### config.mk
export PLATFORM = sky130hd
export DESIGN_NAME = mdv_ctrl
export DESIGN_NICKNAME = d
export VERILOG_FILES = /design/src/rtl/mdv_pkg.sv /design/src/rtl/mdv_rx_fifo.sv /design/src/rtl/mdv_ctrl.sv
export SDC_FILE = /design/constraint.sdc
export NUM_CORES = 1
export LEC_CHECK = 0
export ABC_AREA = 1
export CAP_MARGIN = 20
export CORE_UTILIZATION = 50
export CTS_CLUSTER_SIZE = 12
export DETAILED_ROUTE_END_ITERATION = 10
export PLACE_DENSITY = 0.79
export SYNTH_ARGS = -nofsm -noshare
export SYNTH_HDL_FRONTEND = slang
export SYNTH_SLANG_ARGS = --single-unit
### constraint.sdc
create_clock -name clk -period 2.6 [get_ports clk]
set_clock_uncertainty 0.15 [all_clocks]
set_input_delay 0.65 -clock clk [delete_from_list [all_inputs] [get_ports clk]]
set_output_delay 0.65 -clock clk [all_outputs]
set_load 0.02 [all_outputs]
### src/rtl/mdv_pkg.sv
`default_nettype none
// +----------------------------------------------------------------------------+
// | Package  : mdv_pkg                                                         |
// | Purpose  : Shared constants for the ZX8302-side microdrive controller:     |
// |            status/control register bit positions and the drive limit.      |
// | Revision : 1.0  initial release                                            |
// +----------------------------------------------------------------------------+
package mdv_pkg;

  // Upper bound on attached drives; the select register is always this wide.
  localparam int c_NUM_DRV_MAX  = 8;

  // Control register bit positions
  localparam int c_CTRL_SEL_DATA = 0;
  localparam int c_CTRL_SEL_CLK  = 1;
  localparam int c_CTRL_FLUSH    = 3;

  // Status register bit positions
  localparam int c_STS_GAP       = 0;
  localparam int c_STS_RX_AVAIL  = 1;
  localparam int c_STS_OVERRUN   = 2;
  localparam int c_STS_TX_EMPTY  = 3;
  localparam int c_STS_IRQ_GAP   = 4;

endpackage : mdv_pkg
`default_nettype wire

### src/rtl/mdv_rx_fifo.sv
`default_nettype none
// +----------------------------------------------------------------------------+
// | Module   : mdv_rx_fifo                                                     |
// | Purpose  : Synchronous receive byte FIFO with flush and sticky overrun.    |
// | Ports    : clk, reset (async, active high)                                 |
// |            push_i/din_i   write a byte (dropped + overrun when full)       |
// |            pop_i          remove head (ignored when empty)                 |
// |            flush_i        empty FIFO, clear overrun, discard push          |
// |            dout_o         head byte, 8'h00 when empty                      |
// |            empty_o, full_o, overrun_o                                      |
// | Revision : 1.0  initial release                                            |
// +----------------------------------------------------------------------------+
module mdv_rx_fifo #(
  parameter int FIFO_DEPTH = 4
) (
  input  logic       clk,
  input  logic       reset,
  input  logic       push_i,
  input  logic [7:0] din_i,
  input  logic       pop_i,
  input  logic       flush_i,
  output logic [7:0] dout_o,
  output logic       empty_o,
  output logic       full_o,
  output logic       overrun_o
);

  localparam int AW = $clog2(FIFO_DEPTH);

  logic [7:0]  mem_q [FIFO_DEPTH];
  logic [AW:0] wr_ptr_q, wr_ptr_d;
  logic [AW:0] rd_ptr_q, rd_ptr_d;
  logic        overrun_q, overrun_d;
  logic        do_pop_w;
  logic        do_push_w;

  // Extra pointer MSB distinguishes full from empty when the indices match.
  assign empty_o = (wr_ptr_q == rd_ptr_q);
  assign full_o  = (wr_ptr_q[AW] != rd_ptr_q[AW]) &&
                   (wr_ptr_q[AW-1:0] == rd_ptr_q[AW-1:0]);

  // A pop frees a slot in the same cycle, so push-while-full with a pop succeeds.
  assign do_pop_w  = pop_i & ~empty_o & ~flush_i;
  assign do_push_w = push_i & ~flush_i & (~full_o | do_pop_w);

  always_comb begin
    wr_ptr_d  = wr_ptr_q;
    rd_ptr_d  = rd_ptr_q;
    overrun_d = overrun_q;
    if (flush_i) begin
      rd_ptr_d  = wr_ptr_q;
      overrun_d = 1'b0;
    end else begin
      if (do_pop_w)  rd_ptr_d = rd_ptr_q + 1'b1;
      if (do_push_w) wr_ptr_d = wr_ptr_q + 1'b1;
      if (push_i && !do_push_w) overrun_d = 1'b1;
    end
  end

  always_ff @(posedge clk or posedge reset) begin
    if (reset) begin
      wr_ptr_q  <= '0;
      rd_ptr_q  <= '0;
      overrun_q <= 1'b0;
    end else begin
      wr_ptr_q  <= wr_ptr_d;
      rd_ptr_q  <= rd_ptr_d;
      overrun_q <= overrun_d;
    end
  end

  // Storage needs no reset: contents are only visible through a valid pointer.
  always_ff @(posedge clk) begin
    if (do_push_w) mem_q[wr_ptr_q[AW-1:0]] <= din_i;
  end

  assign dout_o    = empty_o ? 8'h00 : mem_q[rd_ptr_q[AW-1:0]];
  assign overrun_o = overrun_q;

endmodule : mdv_rx_fifo
`default_nettype wire

### src/rtl/mdv_ctrl.sv
`default_nettype none
// +----------------------------------------------------------------------------+
// | Module   : mdv_ctrl                                                        |
// | Purpose  : ZX8302-side microdrive controller. Serial drive-select shift    |
// |            register, gap/rx/data mux from the selected drive, rx byte      |
// |            FIFO and gap interrupt, presented as status and data bytes.     |
// | Ports    : clk, reset (async, active high), ce (CPU clock enable)          |
// |            ctrl_wr/ctrl_din  control write: [0] sel data, [1] sel clock,   |
// |                              [3] FIFO flush                                |
// |            data_rd           pop rx FIFO;  irq_ack  clear gap interrupt    |
// |            mdv_gap/mdv_rx_ready/mdv_dout  per-drive inputs                 |
// |            mdv_sel, status, data_out, irq_gap                              |
// | Revision : 1.0  initial release                                            |
// +----------------------------------------------------------------------------+
module mdv_ctrl
  import mdv_pkg::*;
#(
  parameter int NUM_DRV    = 2,
  parameter int FIFO_DEPTH = 4
) (
  input  logic                 clk,
  input  logic                 reset,
  input  logic                 ce,
  input  logic                 ctrl_wr,
  input  logic [7:0]           ctrl_din,
  input  logic                 data_rd,
  input  logic                 irq_ack,
  input  logic [NUM_DRV-1:0]   mdv_gap,
  input  logic [NUM_DRV-1:0]   mdv_rx_ready,
  input  logic [8*NUM_DRV-1:0] mdv_dout,
  output logic [7:0]           mdv_sel,
  output logic [7:0]           status,
  output logic [7:0]           data_out,
  output logic                 irq_gap
);

  logic [c_NUM_DRV_MAX-1:0] sel_q;
  logic       sel_clk_q;
  logic       gap_q, gap_prev_q;
  logic       rx_q, rx_prev_q;
  logic [7:0] dout_q;
  logic       irq_q;

  logic       wr_w, rd_w, ack_w;
  logic       gap_m, rx_m;
  logic [7:0] dout_m;
  logic       gap_rise_w, rx_rise_w, flush_w;
  logic       empty_w, full_w, overrun_w;
  logic       unused_w;

  assign wr_w  = ce & ctrl_wr;
  assign rd_w  = ce & data_rd;
  assign ack_w = ce & irq_ack;

  assign unused_w = ^{ctrl_din[7:4], ctrl_din[2], full_w};

  // Drive mux: scan downwards so the lowest set select bit wins.
  always_comb begin
    gap_m  = 1'b1;
    rx_m   = 1'b0;
    dout_m = 8'h00;
    for (int i = NUM_DRV - 1; i >= 0; i--) begin
      if (sel_q[i]) begin
        gap_m  = mdv_gap[i];
        rx_m   = mdv_rx_ready[i];
        dout_m = mdv_dout[8*i +: 8];
      end
    end
  end

  assign gap_rise_w = gap_q & ~gap_prev_q;
  assign rx_rise_w  = rx_q & ~rx_prev_q;
  // Entering a gap empties the FIFO so bytes never span a gap.
  assign flush_w    = (wr_w & ctrl_din[c_CTRL_FLUSH]) | gap_rise_w;

  always_ff @(posedge clk or posedge reset) begin
    if (reset) begin
      sel_q      <= '0;
      sel_clk_q  <= 1'b0;
      // No drive is selected out of reset, which the mux reports as gap.
      gap_q      <= 1'b1;
      gap_prev_q <= 1'b1;
      rx_q       <= 1'b0;
      rx_prev_q  <= 1'b0;
      dout_q     <= 8'h00;
      irq_q      <= 1'b0;
    end else begin
      if (wr_w) begin
        sel_clk_q <= ctrl_din[c_CTRL_SEL_CLK];
        if (ctrl_din[c_CTRL_SEL_CLK] && !sel_clk_q)
          sel_q <= {sel_q[6:0], ctrl_din[c_CTRL_SEL_DATA]};
      end
      gap_q      <= gap_m;
      gap_prev_q <= gap_q;
      rx_q       <= rx_m;
      rx_prev_q  <= rx_q;
      dout_q     <= dout_m;
      if (gap_rise_w)  irq_q <= 1'b1;
      else if (ack_w)  irq_q <= 1'b0;
    end
  end

  mdv_rx_fifo #(
    .FIFO_DEPTH (FIFO_DEPTH)
  ) u_fifo (
    .clk       (clk),
    .reset     (reset),
    .push_i    (rx_rise_w),
    .din_i     (dout_q),
    .pop_i     (rd_w),
    .flush_i   (flush_w),
    .dout_o    (data_out),
    .empty_o   (empty_w),
    .full_o    (full_w),
    .overrun_o (overrun_w)
  );

  always_comb begin
    status                 = 8'h00;
    status[c_STS_GAP]      = gap_q;
    status[c_STS_RX_AVAIL] = ~empty_w;
    status[c_STS_OVERRUN]  = overrun_w;
    status[c_STS_TX_EMPTY] = 1'b0;
    status[c_STS_IRQ_GAP]  = irq_q;
  end

  assign mdv_sel = sel_q;
  assign irq_gap = irq_q;

endmodule : mdv_ctrl
`default_nettype wire

After elaboration in Yosys (flattened, before gate mapping)
Memories as Yosys holds them, arrays and structs flattened.
Index checks and enable logic that the tools add are counted.

storage, ports and cells
  bits in registers = 29
  RAM bits = 32
  input bits = 34
  word-level logic and storage cells = 59
  memories kept = 1

memories
  memory        words  width  read ports  clocked after memory_dff  write ports  RTL line           text
  u_fifo.mem_q  4      8      1           0                         1            mdv_rx_fifo.sv:30  logic [7:0] mem_q [FIFO_DEPTH];

operators by class
  add/subtract/negate cells = 2
  eq/ne operators = 3
  muxes and demuxes = 15
  bitwise logic cells = 17
  reduce and logical (&&, ||, !) cells = 10

operators by type and width
  cell                 count
  $mux 8               3
  $and 1x1->1          10
  $mux 1               10
  $add 3x1->3 const B  2
  $mux 3               2
  $reduce_bool 2->1    3
  $not 1->1            5
  $reduce_and 2->1     2
  $eq 3x3->1           1
  $logic_and 1x1->1    3
  $eq 2x2->1           1
  $logic_not 1->1      2
  $or 1x1->1           2
  $ne 1x1->1           1

Depth between registers and ports, before layout
Gate-level depths: netlist of run 1.

  depth after elaboration = 11
  depth in mapped cells = 8

By module
Synthesis of run 1 repeated with hierarchy kept, for this count alone.

second synthesis, totals
  cell total of the unflattened synthesis = 274
  area total of the unflattened synthesis = 2755.1 µm²

modules (own cells, without submodules)
  module       instances  cells each  area each (µm²)
  mdv_rx_fifo  1          165         1776.7
  mdv_ctrl     1          109         978.4

Least setup slack after synthesis of run 1
Ideal clock, no wire load.

  path type = input -> register
  from = in ce
  to = mem u_fifo.mem_q[0][0] (enable)
  setup time = 371 ps
  arrival time = 1530 ps
  required time = 2079 ps
  slack = 549 ps
  stages on the path = 5
  path buffers = 0
  cell sequence = nand2_1 -> o21ai_4 -> nor2_2 -> nand2_4 -> nor2_1

between the ends
  longest elaborated chain between the ends = 9
  elaborated cells between the ends (all ways) = 12
  classes of those cells = mux (2); bitwise (10)

RTL lines
  what                              RTL line           text
  from (decl)                       mdv_ctrl.sv:23     input logic ce,
  $and 1x1->1                       mdv_ctrl.sv:51     assign wr_w = ce & ctrl_wr;
  $and 1x1->1                       mdv_ctrl.sv:74     assign flush_w = (wr_w & ctrl_din[c_CTRL_FLUSH]) | gap_rise_w;
  $or 1x1->1                        mdv_ctrl.sv:74
  $not 1->1 (no source line)        -
  $and 1x1->1                       mdv_rx_fifo.sv:43  assign do_pop_w = pop_i & ~empty_o & ~flush_i;
  $or 1x1->1                        mdv_rx_fifo.sv:44  assign do_push_w = push_i & ~flush_i & (~full_o | do_pop_w);
  $and 1x1->1 (*)                   mdv_rx_fifo.sv:44
  $mux 1 (*)                        mdv_rx_fifo.sv:74  if (do_push_w) mem_q[wr_ptr_q[AW-1:0]] <= din_i;
  $mux 1 (not written as such) (*)  mdv_rx_fifo.sv:74
  to (decl)                         mdv_rx_fifo.sv:30

Mark *: on every way between the ends. The rest lies on a longest branch, timed or not.

Worst setup path after layout of run 1
  from = reg u_fifo.rd_ptr_q[0]
  to = out data_out[6]

between the ends
  longest elaborated chain between the ends = 2
  elaborated cells between the ends (all ways) = 3
  classes of those cells = eq/ne (1); mux (1); memory (1)

RTL lines
  what                                       RTL line           text
  from (decl)                                mdv_rx_fifo.sv:32  logic [AW:0] rd_ptr_q, rd_ptr_d;
  from (signal assigned)                     mdv_rx_fifo.sv:67  rd_ptr_q <= rd_ptr_d;
  $mem_v2 4x8 or $eq 3x3->1 (tied branches)  -
  $mux 8 (*)                                 mdv_rx_fifo.sv:77  assign dout_o = empty_o ? 8'h00 : mem_q[rd_ptr_q[AW-1:0]];
  to (decl)                                  mdv_ctrl.sv:33     output logic [7:0] data_out,

Marked as above.

==> results.yml, run 1 <==
run_status:
  status: "finished, final reports clean"
setup_path:
  crit_arrival_ns: 1.72
  endpoint_kind: "primary output"
  start_kind: "flop"
  cp.required_ns: 1.80
  path_class: "flop to primary output"
  cp_max_fo: 9
routing:
  viasPerCell: 4.920
  dr.pass1.iters: 4
  vias: 1914
  wl_um: 5011
  drc_errors: 0
  drtAntennaViolNets: 0
  wl_per_cell_um: 12.88
  dr.first_iter.drc_count: 114
global_route:
  gr-total-overflow: 0
  grt_pass1_wl_um: 7776
  grt_max_degree: 25
  grt_pass1_vias: 1776
  track_usage_pct: 19.56
  grt_antenna_before_repair: 0
logic_synthesis:
  ys.flop_type: "edfxtp_1"
  synth_cell_types: 27
  yosys.area_share.xor_xnor_pct: 0.6567
  synth_top_area_cell: "edfxtp_1"
  synth_top_family_by_area: "simple AND/OR/NAND/NOR gates"
  ys_seq_area_share_pct: 63.32
  synth_edf_count: 32
  syn-instance-count: 249
  avgSynthCellArea_um2: 10.71
  ys_top_cells_by_area: "edfxtp_1 36%, dfrtp_1 25%, nand2_1 6.6%"
  ys_ff_latch: 61
  synth_simple_gate_area_share_pct: 14.77
  async_flop_share_pct: 47.54
  synth_top_area_share_pct: 36.02
  syn_area_um2: 2668
  synthAdderAreaFrac_pct: 2.345
  synthMuxAreaShare_pct: 0
  synth_warnings: 0
  synth_compound_area_share_pct: 10.88
placement:
  gp_congestion: 0.7534
  dp_hpwl_um: 3501
  postPlaceCellArea_um2: 3264
  io_buffers: 49
  dp_cells: 371
final_layout:
  multi_input_area_um2: 802.0
  drive_gt1_share_pct: 15.36
  postLayoutCellArea_um2: 3448
  nets: 353
  num_antenna_cells: 0
  fin_cells: 389
  fillCellCount: 388
  seq_area_um2: 1689
  area_delta_synth_final_pct: 29.27
timing:
  finalSetupViolCount: 0
  fin_crit_ns: 2.524
  hold_viol_final: 0
  post-route-period-util_pct: 97.08
  fin_tns_setup_ns: 0
  fmax_mhz: 396.2
  relSlewSlack_pct: 63.33
  tightest_slew_ns: 0.5480
  finalMaxSlewViolations: 0
cts:
  cts_tree: "built"
  clkSinkCount: 61
  clk_path_buf_depth: 2
  clk_pin_slew_ns: 0.07
  clkLatencyLatePin_ns: 0.33
  cts_buffers: 9
  cts_root_buf: "clkbuf_8"
  cts_max_level: 3
  ctsHoldBuffers: 0
floorplan:
  die_h_um: 75.04
  dieArea_um2: 5631
  ioPinCount: 59
  initial_core_util_pct: 52.23
  core_area_um2: 5107
  die_w_um: 75.04
  row_count: 26
pwr:
  power_density_nw_per_um2: 1072
  ir_worst_vdd_mv: 0.5436
  power.leakage_uw: 0.001517
hold_path:
  hold_class: "flop to flop"
job:
  drv_cap: 0
-- worst max-delay path, stage by stage (launching register included) --
cell and delay [ns]:
dfrtp_1 0.40, inv_1 0.10, buf_4 0.16, nand2_1 0.09, nand2_4 0.12, nand3_4 0.10
nand2_1 0.08, inv_1 0.03, dlygate4sd2_1 0.30
-- path summary, 6_finish.rpt --
path | from | end | slack (ns) | cells past startpoint
worst min register to register | gap_q | gap_prev_q | 0.22 | 0
min in group asynchronous | reset | mdv_sel[4] | 0.37 | 2
worst max register to register | u_fifo.rd_ptr_q[0] | u_fifo.mem_q[1][0] | 0.66 | 9
max in group asynchronous | reset | gap_q | 1.32 | 3
worst min-delay path | gap_q | gap_prev_q | 0.22 | 0
worst max-delay path | u_fifo.rd_ptr_q[0] | data_out[6] | 0.08 | 8
-- power by group --
group	switching (µW)	internal, µW	leakage [µW]
sequential	153	1240	0.000644
clock	341	368	0.0000824
combinational	945	647	0.000791
-- registers in the layout, summed over array words and instances, names as in the netlist --
name              flops
rx_q                  1
gap_q                 1
dout_q                8
u_fifo.rd_ptr_q       3
mdv_sel               8
gap_prev_q            1
rx_prev_q             1
u_fifo.mem_q         32
u_fifo.overrun_o      1
u_fifo.wr_ptr_q       3
irq_gap               1
sel_clk_q             1
-- layout by cell type (no fill, tap or decap), drive strengths merged, types with 9 or more instances in the layout --
master / Yosys / final
a22o: 9 / 9
buf: 12 / 14
clkbuf: 1 / 15
clkdlybuf4s50: 0 / 40
dfrtp: 27 / 27
edfxtp: 32 / 32
inv: 32 / 32
nand2: 53 / 53
nand3: 9 / 10
nor2: 26 / 26
o21ai: 27 / 27
-- what timing repair did --
| action | CTS | global route |
|---|---|---|
| pin swaps | 0 | 2 |
| setup endpoints to repair | 9 | 8 |
| gates cloned | 0 | 1 |
| gates resized for setup | 10 | 11 |
| buffers inserted | 0 | 1 |
-- layer usage --
| metal | track usage [%] | vias up | wire length [µm] |
|---|---|---|---|
| met5 | 0 | - | 0 |
| met4 | 9.853 | 0 | 94 |
| met3 | 5.489 | 8 | 289 |
| met2 | 33.43 | 68 | 2547 |
| met1 | 22.64 | 895 | 2079 |
| li1 | - | 943 | - |
-- kinds of logic after synthesis --
family	after synthesis
AO/OA/AOI/OAI	47
XOR/XNOR	2
AND/OR/NAND/NOR	88
other	1
flip-flops	61
buffers and inverters	45
adder cells (fa/ha/maj)	5
-- layout make-up --
class / instances / area share [%]
multi-input combinational: 147 / 23.26
tap: 70 / 2.540
sequential: 61 / 48.98
timing repair buffer: 63 / 16.80
inverter: 32 / 3.483
clock inverter: 4 / 0.7257
clock buffer: 12 / 4.209
-- Yosys cell counts, types with 3 or more instances --
master / number
o22ai_1: 8
inv_1: 30
ha_1: 5
edfxtp_1: 32
nor2_1: 24
buf_4: 8
a22o_1: 9
buf_2: 3
nand2_2: 4
a21oi_1: 3
dfrtp_1: 27
nand3_1: 6
nand2_1: 47
o21ai_0: 24
-- metrics by stage --
stage	util [%]	hold WS [ns]	setup slack [ns]	power (µW)
CTS	67.03	0.2235	0.001737	3632
detailed placement	63.91	0.2196	0.1292	3005
global route	67.52	0.2262	-0.004231	3939
floorplan	-	0.2040	0.5494	2353
finish	67.52	0.2201	0.07604	3697
global placement	63.91	0.2113	0.1687	2952
(Power assumes the default switching activity.)
==> run 2, diff against run 1 <==
--- a/config.mk
+++ b/config.mk
@@ -7,10 +7,12 @@
 export LEC_CHECK = 0
 export ABC_AREA = 1
 export CAP_MARGIN = 20
-export CORE_UTILIZATION = 50
+export CORE_UTILIZATION = 52
 export CTS_CLUSTER_SIZE = 12
 export DETAILED_ROUTE_END_ITERATION = 10
-export PLACE_DENSITY = 0.79
+export DONT_BUFFER_PORTS = 1
+export PLACE_DENSITY = 0.67
 export SYNTH_ARGS = -nofsm -noshare
 export SYNTH_HDL_FRONTEND = slang
+export SYNTH_HIERARCHICAL = 1
 export SYNTH_SLANG_ARGS = --single-unit
==> run 2 against run 1 <==
  * Utilization is 9.4 points lower
  * Critical endpoint is now data_out[1]
  * Sequential share of layout area rose by 7.9 points
  * Via count shrank 8.0%
  * Final cell count shrank 8.7%
  * Largest power group is now sequential cells
  * Synthesized cell count is 9.6% higher
  * Setup slack improved by 0.13 ns
  * Routed wire length down 9.1%
  * Die area shrank 0.84%
  * Clock power rose by 0.7%
  * Count of clock-buffer cells in the layout is the same
  * Register-to-register slack is essentially flat
  * Non-clock buffer count fell by 55
==> results.yml, run 2 <==
floorplan:
  initial_core_util_pct: 53.85
  core_area_um2: 5107
  die_h_um: 74.73
  dieArea_um2: 5584
  ioPinCount: 59
  die_w_um: 74.73
  row_count: 26
cts:
  clkSinkCount: 61
  clk_path_buf_depth: 2
  cts_tree: "built"
  clkLatencyLatePin_ns: 0.33
  ctsHoldBuffers: 1
  post_cts_buffers: 0
  cts_root_buf: "clkbuf_8"
  cts_max_level: 3
  clk_pin_slew_ns: 0.06
  ctsResizeCount: 0
  cts_buffers: 9
timing:
  relSlewSlack_pct: 47.48
  post-route-period-util_pct: 92.05
  finalSetupViolCount: 0
  rsz0062_at_grt: "no"
  finalMaxSlewViolations: 0
  hold_ws_ns: 0.2033
  hold_viol_final: 0
  fin_tns_setup_ns: 0
  tightest_slew_ns: 0.7869
  fmax_mhz: 417.8
  fin_crit_ns: 2.393
final_layout:
  final_common_cell: "nand2_1"
  fillCellCount: 464
  drive_gt1_share_pct: 12.63
  nets: 319
  postLayoutCellArea_um2: 2970
  final_util_pct: 58.16
  area_delta_synth_final_pct: 8.007
  num_antenna_cells: 0
  final_cell_mix: "69 x nand2_1, 32 x edfxtp_1, 27 x inv_1, 27 x dfrtp_1, 25 x nor2_1"
  largest_register_ffs: 32
logic_synthesis:
  synth_warnings: 6
  syn_area_um2: 2750
  avgSynthCellArea_um2: 10.07
  syn-instance-count: 273
setup_path:
  start_kind: "flop"
  path_class: "flop to primary output"
  worst-r2r-cell-count: 8
  crit_arrival_ns: 1.59
  endpoint_kind: "primary output"
  max_stage_delay_ns: 0.39
  rr_startpoint: "u_fifo/rd_ptr_q[0]"
  crit_start: "u_fifo/rd_ptr_q[0]"
  crit_path_frequent_cell: "nand2_1"
  cp_max_fo: 18
  r2r_end: "u_fifo/mem_q[2][7]"
  regToRegSetupSlack_ns: 0.65
  crit_slowest_cell: "dfrtp_1"
  cp.required_ns: 1.80
  path_cells: "inv_2, nand2_1, nand2_1, nor2_4, nand2_4, nand2_1, inv_1"
  cp-endpoint: "data_out[1]"
placement:
  postPlaceCellArea_um2: 2791
  gp_congestion: 0.7582
  dp_hpwl_um: 3028
  io_buffers: 0
global_route:
  grt_pass1_wl_um: 7024
  gr-total-overflow: 0
  grt_max_degree: 23
  track_usage_pct: 17.84
  grt_pass1_vias: 1459
  grt_antenna_before_repair: 0
pwr:
  power.leakage_uw: 0.001381
  ir_worst_vdd_mv: 0.6833
  totalPowerFinal_uw: 3125
  power_density_nw_per_um2: 1052
routing:
  dr.pass1.iters: 5
  wl_um: 4553
  vias: 1760
  drtAntennaViolNets: 0
  dr.first_iter.drc_count: 115
  viasPerCell: 4.958
  drc_errors: 0
  wl_per_cell_um: 12.83
hold_path:
  hold_class: "input pin to asynchronous set/reset pin"
run_status:
  status: "finished, final reports clean"
job:
  drv_cap: 0
-- run 2: cell count changes in the layout (fill, tap and decap cells not counted), moves of 3 or more --
cell,delta
o21ai_0,-4
dlygate4sd2_1,-4
nand2_1,+22
clkbuf_2,-3
buf_4,-6
clkdlybuf4s50_1,-40
nand3_1,+15
a22o_1,-9
-- run 2: critical path, delay by kind of cell, from the launching register on --
family | cells | cell delay [ns]
and+or+nand+nor | 5 | 0.45
DFF | 1 | 0.39
buffers and inverters | 2 | 0.42
-- run 2: how the worst min path moves through the flow --
stage                      from         to  slack (ns)  cells past startpoint
after floorplan            rx_q  rx_prev_q        0.20                      0
after global placement     rx_q  rx_prev_q        0.21                      0
after detailed placement   rx_q  rx_prev_q        0.21                      0
after CTS                 reset    irq_gap        0.22                      1
after global routing       rx_q  rx_prev_q        0.23                      0
final                     reset  sel_clk_q        0.20                      1
-- run 2: layout make-up --
| cell class | count | area [µm²] | share of cell area, % |
|---|---|---|---|
| Clock inverter | 4 | 23.77 | 0.8003 |
| Inverter | 31 | 121.4 | 4.086 |
| Multi-Input combinational cell | 169 | 840.8 | 28.31 |
| Clock buffer | 12 | 145.1 | 4.886 |
| Sequential cell | 61 | 1689 | 56.87 |
| Tap cell | 70 | 87.58 | 2.949 |
| Timing Repair Buffer | 8 | 62.56 | 2.106 |
-- run 2: per-stage QoR --
stage          setup WS, ns  instances
2_1_floorplan        0.2696        276
3_3_place_gp         0.4170        338
3_5_place_dp         0.4162        338
4_1_cts              0.1763        355
5_1_grt             0.07721        355
6_report             0.2067        355
-- run 2: power breakdown --
group	internal (µW)	switching, µW	total, µW
registers	1190	181	1370
logic	299	739	1040
clock network	367	347	714
-- run 2: per-layer routing --
| metal | global-route usage [%] | share of wire [%] | up-vias |
|---|---|---|---|
| met5 | 0 | 0 | - |
| met4 | 6.918 | 1.0 | 0 |
| met3 | 6.158 | 4.9 | 4 |
| met2 | 25.83 | 46 | 54 |
| met1 | 24.89 | 48 | 807 |
| li1 | - | - | 895 |
